**src/rtl/mem_arbiter_pkg.sv**
```systemverilog
// mem_arbiter_pkg: shared types and constants for the two-master memory arbiter.
package mem_arbiter_pkg;

  // Arbiter ownership states: free arbitration, or locked to one master
  typedef enum logic [1:0] {
    IDLE = 2'd0,
    OWN0 = 2'd1,
    OWN1 = 2'd2
  } arb_state_e;

  // Master indices into the two-bit request/grant vectors
  localparam int M_CPU = 0;
  localparam int M_DBG = 1;

  // Default bus widths (256x8 memory)
  localparam int DEF_ADDR_W = 8;
  localparam int DEF_DATA_W = 8;

endpackage

```
**src/rtl/mem_arbiter_if.sv**
```systemverilog
// mem_arbiter_if: master-side request/response signals plus memory pins.
// The slave modport is the arbiter's view; the master modport is the
// environment (processor, debug loader and memory) view.
interface mem_arbiter_if
  import mem_arbiter_pkg::*;
#(
  parameter int ADDR_W = DEF_ADDR_W,
  parameter int DATA_W = DEF_DATA_W
) ();

  logic              m0_req,   m1_req;
  logic              m0_we,    m1_we;
  logic              m0_lock,  m1_lock;
  logic [ADDR_W-1:0] m0_addr,  m1_addr;
  logic [DATA_W-1:0] m0_wdata, m1_wdata;
  logic              m0_gnt,   m1_gnt;
  logic              m0_rvalid, m1_rvalid;
  logic [DATA_W-1:0] rdata;
  logic              m0_stall;
  logic              MemRead, MemWrite;
  logic [ADDR_W-1:0] ADDR;
  logic [DATA_W-1:0] Data_in;
  logic [DATA_W-1:0] Data_out;

  modport slave (
    input  m0_req, m0_we, m0_lock, m0_addr, m0_wdata,
    input  m1_req, m1_we, m1_lock, m1_addr, m1_wdata,
    input  Data_out,
    output m0_gnt, m1_gnt, m0_rvalid, m1_rvalid, rdata, m0_stall,
    output MemRead, MemWrite, ADDR, Data_in
  );

  modport master (
    output m0_req, m0_we, m0_lock, m0_addr, m0_wdata,
    output m1_req, m1_we, m1_lock, m1_addr, m1_wdata,
    output Data_out,
    input  m0_gnt, m1_gnt, m0_rvalid, m1_rvalid, rdata, m0_stall,
    input  MemRead, MemWrite, ADDR, Data_in
  );

endinterface

```
**src/rtl/arb_pick2.sv**
```systemverilog
// arb_pick2: two-request picker. With MEM_ARBITER_RR_EN defined a one-bit
// pointer breaks ties and moves to favour the other master after every
// grant; otherwise m0 always wins ties and no pointer is built.
// upd_ptr flags that a grant was issued this cycle.
module arb_pick2
  import mem_arbiter_pkg::*;
(
  input  logic       clk,
  input  logic       reset,
  input  logic [1:0] req,
  input  logic [1:0] gnt_oh,
  output logic [1:0] win_oh,
  output logic       upd_ptr
);

  assign upd_ptr = |gnt_oh;

`ifdef MEM_ARBITER_RR_EN
  logic ptr_r;  // 0: m0 favoured on a tie, 1: m1 favoured

  // Pointer moves to favour whichever master was not just granted
  always_ff @(posedge clk) begin
    if (reset) begin
      ptr_r <= 1'b0;
    end else if (upd_ptr) begin
      ptr_r <= gnt_oh[M_CPU];
    end else begin
      ptr_r <= ptr_r;
    end
  end

  // Round-robin pick: single requester wins, pointer settles ties
  always_comb begin
    win_oh = 2'b00;
    case (req)
      2'b01:   win_oh = 2'b01;
      2'b10:   win_oh = 2'b10;
      2'b11:   win_oh = ptr_r ? 2'b10 : 2'b01;
      default: win_oh = 2'b00;
    endcase
  end
`else
  logic unused_s;
  assign unused_s = clk ^ reset;

  // Fixed-priority pick: the processor always wins a tie
  always_comb begin
    win_oh = 2'b00;
    if (req[M_CPU]) begin
      win_oh = 2'b01;
    end else if (req[M_DBG]) begin
      win_oh = 2'b10;
    end else begin
      win_oh = 2'b00;
    end
  end
`endif

endmodule

```
**src/rtl/mem_arbiter.sv**
```systemverilog
// mem_arbiter: shares a single-port synchronous memory between the
// processor (m0) and the debug loader (m1). Grants are combinational,
// a lock keeps ownership across read-modify-write sequences, and read
// data returns one cycle after the grant with a per-master valid strobe.
// Build option: MEM_ARBITER_RR_EN selects round-robin tie breaking.
module mem_arbiter
  import mem_arbiter_pkg::*;
#(
  parameter int ADDR_W = DEF_ADDR_W,
  parameter int DATA_W = DEF_DATA_W
) (
  input logic            CLOCK_50,
  input logic            reset,
  mem_arbiter_if.slave   bus
);

  arb_state_e        state_r, state_next_s;
  logic [1:0]        req_s, win_s, gnt_s;
  logic              any_gnt_s;
  logic              we_sel_s;
  logic [ADDR_W-1:0] addr_sel_s;
  logic [DATA_W-1:0] wdata_sel_s;
  logic              rd_r;     // a read was granted last cycle
  logic              owner_r;  // which master that read belongs to

  assign req_s = {bus.m1_req, bus.m0_req};

  arb_pick2 u_pick (
    .clk     (CLOCK_50),
    .reset   (reset),
    .req     (req_s),
    .gnt_oh  (gnt_s),
    .win_oh  (win_s),
    .upd_ptr (any_gnt_s)
  );

  // Ownership state register
  always_ff @(posedge CLOCK_50) begin
    if (reset) begin
      state_r <= IDLE;
    end else begin
      state_r <= state_next_s;
    end
  end

  // Grant selection and lock transitions; reset blocks every grant
  always_comb begin
    gnt_s        = 2'b00;
    state_next_s = state_r;
    if (reset) begin
      gnt_s        = 2'b00;
      state_next_s = IDLE;
    end else begin
      case (state_r)
        IDLE: begin
          gnt_s = win_s;
          if (win_s[M_CPU] && bus.m0_lock) begin
            state_next_s = OWN0;
          end else if (win_s[M_DBG] && bus.m1_lock) begin
            state_next_s = OWN1;
          end else begin
            state_next_s = IDLE;
          end
        end
        OWN0: begin
          gnt_s        = {1'b0, bus.m0_req};
          state_next_s = bus.m0_lock ? OWN0 : IDLE;
        end
        OWN1: begin
          gnt_s        = {bus.m1_req, 1'b0};
          state_next_s = bus.m1_lock ? OWN1 : IDLE;
        end
        default: begin
          gnt_s        = 2'b00;
          state_next_s = IDLE;
        end
      endcase
    end
  end

  // Memory mux: winner drives the pins, m0 drives them when nobody wins
  always_comb begin
    addr_sel_s  = bus.m0_addr;
    wdata_sel_s = bus.m0_wdata;
    we_sel_s    = bus.m0_we;
    if (gnt_s[M_DBG]) begin
      addr_sel_s  = bus.m1_addr;
      wdata_sel_s = bus.m1_wdata;
      we_sel_s    = bus.m1_we;
    end else begin
      addr_sel_s  = bus.m0_addr;
      wdata_sel_s = bus.m0_wdata;
      we_sel_s    = bus.m0_we;
    end
  end

  assign bus.ADDR     = addr_sel_s;
  assign bus.Data_in  = wdata_sel_s;
  assign bus.MemWrite = any_gnt_s & we_sel_s;
  assign bus.MemRead  = any_gnt_s & ~we_sel_s;
  assign bus.m0_gnt   = gnt_s[M_CPU];
  assign bus.m1_gnt   = gnt_s[M_DBG];
  assign bus.m0_stall = bus.m0_req & ~gnt_s[M_CPU];

  // Read-return tag: remember a granted read and its owner for one cycle
  always_ff @(posedge CLOCK_50) begin
    if (reset) begin
      rd_r    <= 1'b0;
      owner_r <= 1'b0;
    end else begin
      rd_r    <= any_gnt_s & ~we_sel_s;
      owner_r <= gnt_s[M_DBG];
    end
  end

  assign bus.m0_rvalid = rd_r & ~owner_r;
  assign bus.m1_rvalid = rd_r & owner_r;
  assign bus.rdata     = bus.Data_out;

endmodule

```
**src/flat_wrapper.sv**
```systemverilog
// flat-port wrapper written by rule: the top's interface ports become plain ports
module mem_arbiter_flat import mem_arbiter_pkg::*;
#(
  parameter int ADDR_W = DEF_ADDR_W,
  parameter int DATA_W = DEF_DATA_W
)
  (CLOCK_50, reset, bus_m0_req, bus_m0_we, bus_m0_lock, bus_m0_addr, bus_m0_wdata, bus_m1_req, bus_m1_we, bus_m1_lock, bus_m1_addr, bus_m1_wdata, bus_Data_out, bus_m0_gnt, bus_m1_gnt, bus_m0_rvalid, bus_m1_rvalid, bus_rdata, bus_m0_stall, bus_MemRead, bus_MemWrite, bus_ADDR, bus_Data_in);
  mem_arbiter_if #(.ADDR_W(ADDR_W), .DATA_W(DATA_W)) bus_i ();
  input logic CLOCK_50;
  input logic reset;
  input wire logic [$bits(bus_i.m0_req)-1:0] bus_m0_req;
  input wire logic [$bits(bus_i.m0_we)-1:0] bus_m0_we;
  input wire logic [$bits(bus_i.m0_lock)-1:0] bus_m0_lock;
  input wire logic [$bits(bus_i.m0_addr)-1:0] bus_m0_addr;
  input wire logic [$bits(bus_i.m0_wdata)-1:0] bus_m0_wdata;
  input wire logic [$bits(bus_i.m1_req)-1:0] bus_m1_req;
  input wire logic [$bits(bus_i.m1_we)-1:0] bus_m1_we;
  input wire logic [$bits(bus_i.m1_lock)-1:0] bus_m1_lock;
  input wire logic [$bits(bus_i.m1_addr)-1:0] bus_m1_addr;
  input wire logic [$bits(bus_i.m1_wdata)-1:0] bus_m1_wdata;
  input wire logic [$bits(bus_i.Data_out)-1:0] bus_Data_out;
  output wire logic [$bits(bus_i.m0_gnt)-1:0] bus_m0_gnt;
  output wire logic [$bits(bus_i.m1_gnt)-1:0] bus_m1_gnt;
  output wire logic [$bits(bus_i.m0_rvalid)-1:0] bus_m0_rvalid;
  output wire logic [$bits(bus_i.m1_rvalid)-1:0] bus_m1_rvalid;
  output wire logic [$bits(bus_i.rdata)-1:0] bus_rdata;
  output wire logic [$bits(bus_i.m0_stall)-1:0] bus_m0_stall;
  output wire logic [$bits(bus_i.MemRead)-1:0] bus_MemRead;
  output wire logic [$bits(bus_i.MemWrite)-1:0] bus_MemWrite;
  output wire logic [$bits(bus_i.ADDR)-1:0] bus_ADDR;
  output wire logic [$bits(bus_i.Data_in)-1:0] bus_Data_in;
  assign bus_i.m0_req = bus_m0_req;
  assign bus_i.m0_we = bus_m0_we;
  assign bus_i.m0_lock = bus_m0_lock;
  assign bus_i.m0_addr = bus_m0_addr;
  assign bus_i.m0_wdata = bus_m0_wdata;
  assign bus_i.m1_req = bus_m1_req;
  assign bus_i.m1_we = bus_m1_we;
  assign bus_i.m1_lock = bus_m1_lock;
  assign bus_i.m1_addr = bus_m1_addr;
  assign bus_i.m1_wdata = bus_m1_wdata;
  assign bus_i.Data_out = bus_Data_out;
  assign bus_m0_gnt = bus_i.m0_gnt;
  assign bus_m1_gnt = bus_i.m1_gnt;
  assign bus_m0_rvalid = bus_i.m0_rvalid;
  assign bus_m1_rvalid = bus_i.m1_rvalid;
  assign bus_rdata = bus_i.rdata;
  assign bus_m0_stall = bus_i.m0_stall;
  assign bus_MemRead = bus_i.MemRead;
  assign bus_MemWrite = bus_i.MemWrite;
  assign bus_ADDR = bus_i.ADDR;
  assign bus_Data_in = bus_i.Data_in;
  mem_arbiter #(.ADDR_W(ADDR_W), .DATA_W(DATA_W)) u_core (.CLOCK_50(CLOCK_50), .reset(reset), .bus(bus_i));
endmodule
```
**config.mk**
```make
export PLATFORM = sky130hd
export DESIGN_NAME = mem_arbiter_flat
export DESIGN_NICKNAME = d
export VERILOG_FILES = /design/src/rtl/mem_arbiter_pkg.sv /design/src/rtl/mem_arbiter_if.sv /design/src/rtl/arb_pick2.sv /design/src/rtl/mem_arbiter.sv /design/src/flat_wrapper.sv
export SDC_FILE = /design/constraint.sdc
export NUM_CORES = 1
export LEC_CHECK = 0
export ABC_AREA = 0
export CORE_MARGIN = 2
export CORE_UTILIZATION = 22
export CTS_BUF_LIST = sky130_fd_sc_hd__clkbuf_16
export DETAILED_ROUTE_END_ITERATION = 16
export MAX_ROUTING_LAYER = met4
export PLACE_DENSITY = 0.79
export REMOVE_ABC_BUFFERS = 1
export SETUP_SLACK_MARGIN = 0.02
export SYNTH_ARGS = -nofsm -noshare
export SYNTH_HDL_FRONTEND = slang
export SYNTH_SLANG_ARGS = --single-unit
```
**constraint.sdc**
```tcl
create_clock -name CLOCK_50 -period 1.5 [get_ports CLOCK_50]
set_input_delay 0.225 -clock CLOCK_50 [delete_from_list [all_inputs] [get_ports CLOCK_50]]
set_output_delay 0.225 -clock CLOCK_50 [all_outputs]
set_load 0.1 [all_outputs]
```
==> reports/qor.yml <==
die:
  die_h_um: 52.1
  initial_utilization_pct: 23.2
  core_area_sq_um: 2190
  rows: 17
  num_io_pins: 79
  die_area_sq_um: 2710
  die_w_um: 52.1
pwr:
  switchingPower_mw: 0.510
  p_clk_share_pct: 31.7
  switching_share_pct: 38.7
  powerDensity_nw_per_um2: 799
  p_leak_nw: 0.775
  p_seq_share_pct: 8.8
  finalPower_mw: 1.32
  vdd_drop_max_v: 0.00105
  combPwrFrac_pct: 59.5
  p_int_mw: 0.808
synthesis:
  synth-xor-area-share_pct: 0
  synth_area_sq_um: 508
  yosys_warnings: 0
  synthSimpleGateAreaFrac_pct: 11.6
  synth_top_area_share_pct: 47.3
  synth_top_family_by_area: "multiplexers"
  ys_seq_area_share_pct: 15.8
  avgSynthCellArea_sq_um: 10.2
  synth_seq_cells: 4
  synth.mux.area_fraction_pct: 47.3
  synth_largest_area_cell: "mux2_4"
  synthAdderAreaFrac_pct: 0
  yosysUniqueCellTypes: 18
  synth_cells: 50
  synth.area.top_cells: "mux2_4 47%, dfxtp_1 16%, buf_4 12%"
  synth_compound_area_share_pct: 6.16
clock_network:
  clock-root-buffer: "clkbuf_16"
  clock_path_buffers: 2
  path_clk_slew_ns: 0.03
  hold_buffers: 0
  cts_buffers: 3
  cts_tree: "built"
  clk_latency_ns: 0.23
  numClockSinks: 4
  htreeDepth: 1
routing:
  first_pass_iters: 4
  wl_per_cell_um: 17.5
  routed_wirelength_mm: 2.63
  ant_nets: 0
  vias_per_cell: 4.48
  remaining_drc_errors: 0
  dr_total_vias: 672
  first_iter_violations: 4
critical_path:
  reg2reg_setup_slack_ns: 0.24
  worstPathRequired_ns: 1.27
  reg2reg_depth: 7
  worstPathArrival_ns: 1.52
  crit_fanout: 5
  crit_path_start_kind: "register"
  end_kind: "primary output"
  timing_worst_setup_path_type: "reg -> out"
sta:
  hold_viol: 0
  max_slew.worst_pin.slew_ns: 0.243
  layout_setup_ws_ns: -0.249
  slew_headroom_pct: 83.8
  rsz0062_at_grt: "true"
  fin_crit_sh_pct: 117
  layout_min_cycle_time_ns: 1.75
  max_freq_mhz: 572
  drv_slew: 0
  skew_ns: 0.00360
  finalSetupViolations: 19
global_routing:
  met2_usage_pct: 38.0
  grt_util_met1_pct: 16.8
  grt_busiest_layer: "met2"
  antenna_found_initial: 0
  grt_use_total_pct: 19.7
  grt_pass1_wl_mm: 3.55
  grt_overflow: 0
  grt_pass1_vias: 724
  grt_max_degree: 6
  met3_usage_pct: 8.05
place:
  place_inst: 139
  place_ws_ns: -0.309
  place_congestion: 0.866
  place_area_sq_um: 1390
  dp_hpwl_mm: 1.67
  port_buffers: 62
min_path:
  hold_depth: 0
  hold_path.class: "in -> out"
layout:
  final_core_util_pct: 75.3
  drive_gt1_share_pct: 56.6
  final_common_cell: "clkdlybuf4s50_1"
  final_cell_mix: "36 x clkdlybuf4s50_1, 24 x buf_12, 16 x mux2_4, 10 x buf_4"
  final_cells: 150
  antenna_cells: 0
  nets: 172
  fin_area_sq_um: 1650
  area_growth_pct: 225
flow_run:
  cap_viol_max_count: 0
outcome:
  status: "finished with violations"
  violations: "setup timing"
-- cells by family (layout without fill, tap and decap cells) --
group	Yosys count	in the layout
multiplexers	16	16
AND/OR/NAND/NOR	11	11
buffers and inverters	14	86
AO/OA/AOI/OAI	5	5
flip-flops	4	4
-- cell usage after synthesis --
library cell,n
o21ai_0,1
nor2_1,3
nor2_2,1
nor2b_1,1
o22ai_1,2
buf_6,2
nor3_1,1
inv_2,1
a21oi_1,1
nand3_2,1
and2_1,1
mux2_4,16
nand2b_1,1
dfxtp_1,4
a22o_1,1
nand2_1,2
buf_4,8
inv_1,3
-- metrics by stage --
step / setup TNS, ns / hold slack (ns)
2_1_floorplan: -6.16 / 0.302
3_3_place_gp: -5.29 / 0.451
3_5_place_dp: -5.75 / 0.451
4_1_cts: -4.16 / 0.451
5_1_grt: -5.20 / 0.451
6_report: -4.30 / 0.451
-- repair_timing --
item                       in CTS  in global routing
setup buffers                   3                  2
gates cloned                    3                  0
pin swaps                       4                  1
setup endpoints to repair      21                 20
hold endpoints to repair        0                  0
resized for setup              18                  5
-- power groups by stage --
stage	logic [mW]	registers, mW	clock network [mW]
finish	0.784	0.117	0.418
floorplan	0.400	0.116	0
global placement	0.717	0.116	0
global route	0.805	0.117	0.427
CTS	0.770	0.116	0.421
detailed placement	0.725	0.116	0
-- critical path: stages, from the launching register on --
cell     delay, ns
dfxtp_2       0.32
nor2_4        0.12
nand3_4       0.09
buf_6         0.15
buf_16        0.13
mux2_4        0.31
buf_12        0.17
-- state kept, by name, summed over array words and instances (netlist names) --
name            count
u_core.state_r      2
u_core.rd_r         1
u_core.owner_r      1
-- worst paths after layout --
| check | startpoint | end |
|---|---|---|
| worst min register to register | u_core.state_r[1]$_SDFF_PP0_ | u_core.state_r[0]$_SDFF_PP0_ |
| worst min-delay path | bus_Data_out[0] | bus_rdata[0] |
| worst max register to register | u_core.state_r[1]$_SDFF_PP0_ | u_core.rd_r$_SDFF_PP0_ |
| worst max-delay path | u_core.state_r[0]$_SDFF_PP0_ | bus_ADDR[2] |
-- layout make-up --
class / count / area, sq um
clock buffers: 3 / 75.1
fillers: 122 / 541
inverters: 4 / 20.0
multi-input cells: 32 / 379
flip-flops and latches: 4 / 82.6
well taps: 28 / 35.0
repair buffers: 79 / 1060
-- metal layers --
| metal | routed length, um | up-vias | share of wire [%] |
|---|---|---|---|
| li1 | - | 312 | - |
| met1 | 834 | 310 | 32 |
| met2 | 1510 | 44 | 58 |
| met3 | 227 | 6 | 8.6 |
| met4 | 48 | 0 | 1.8 |
| met5 | 0 | - | 0 |
(Power assumes the default switching activity.)
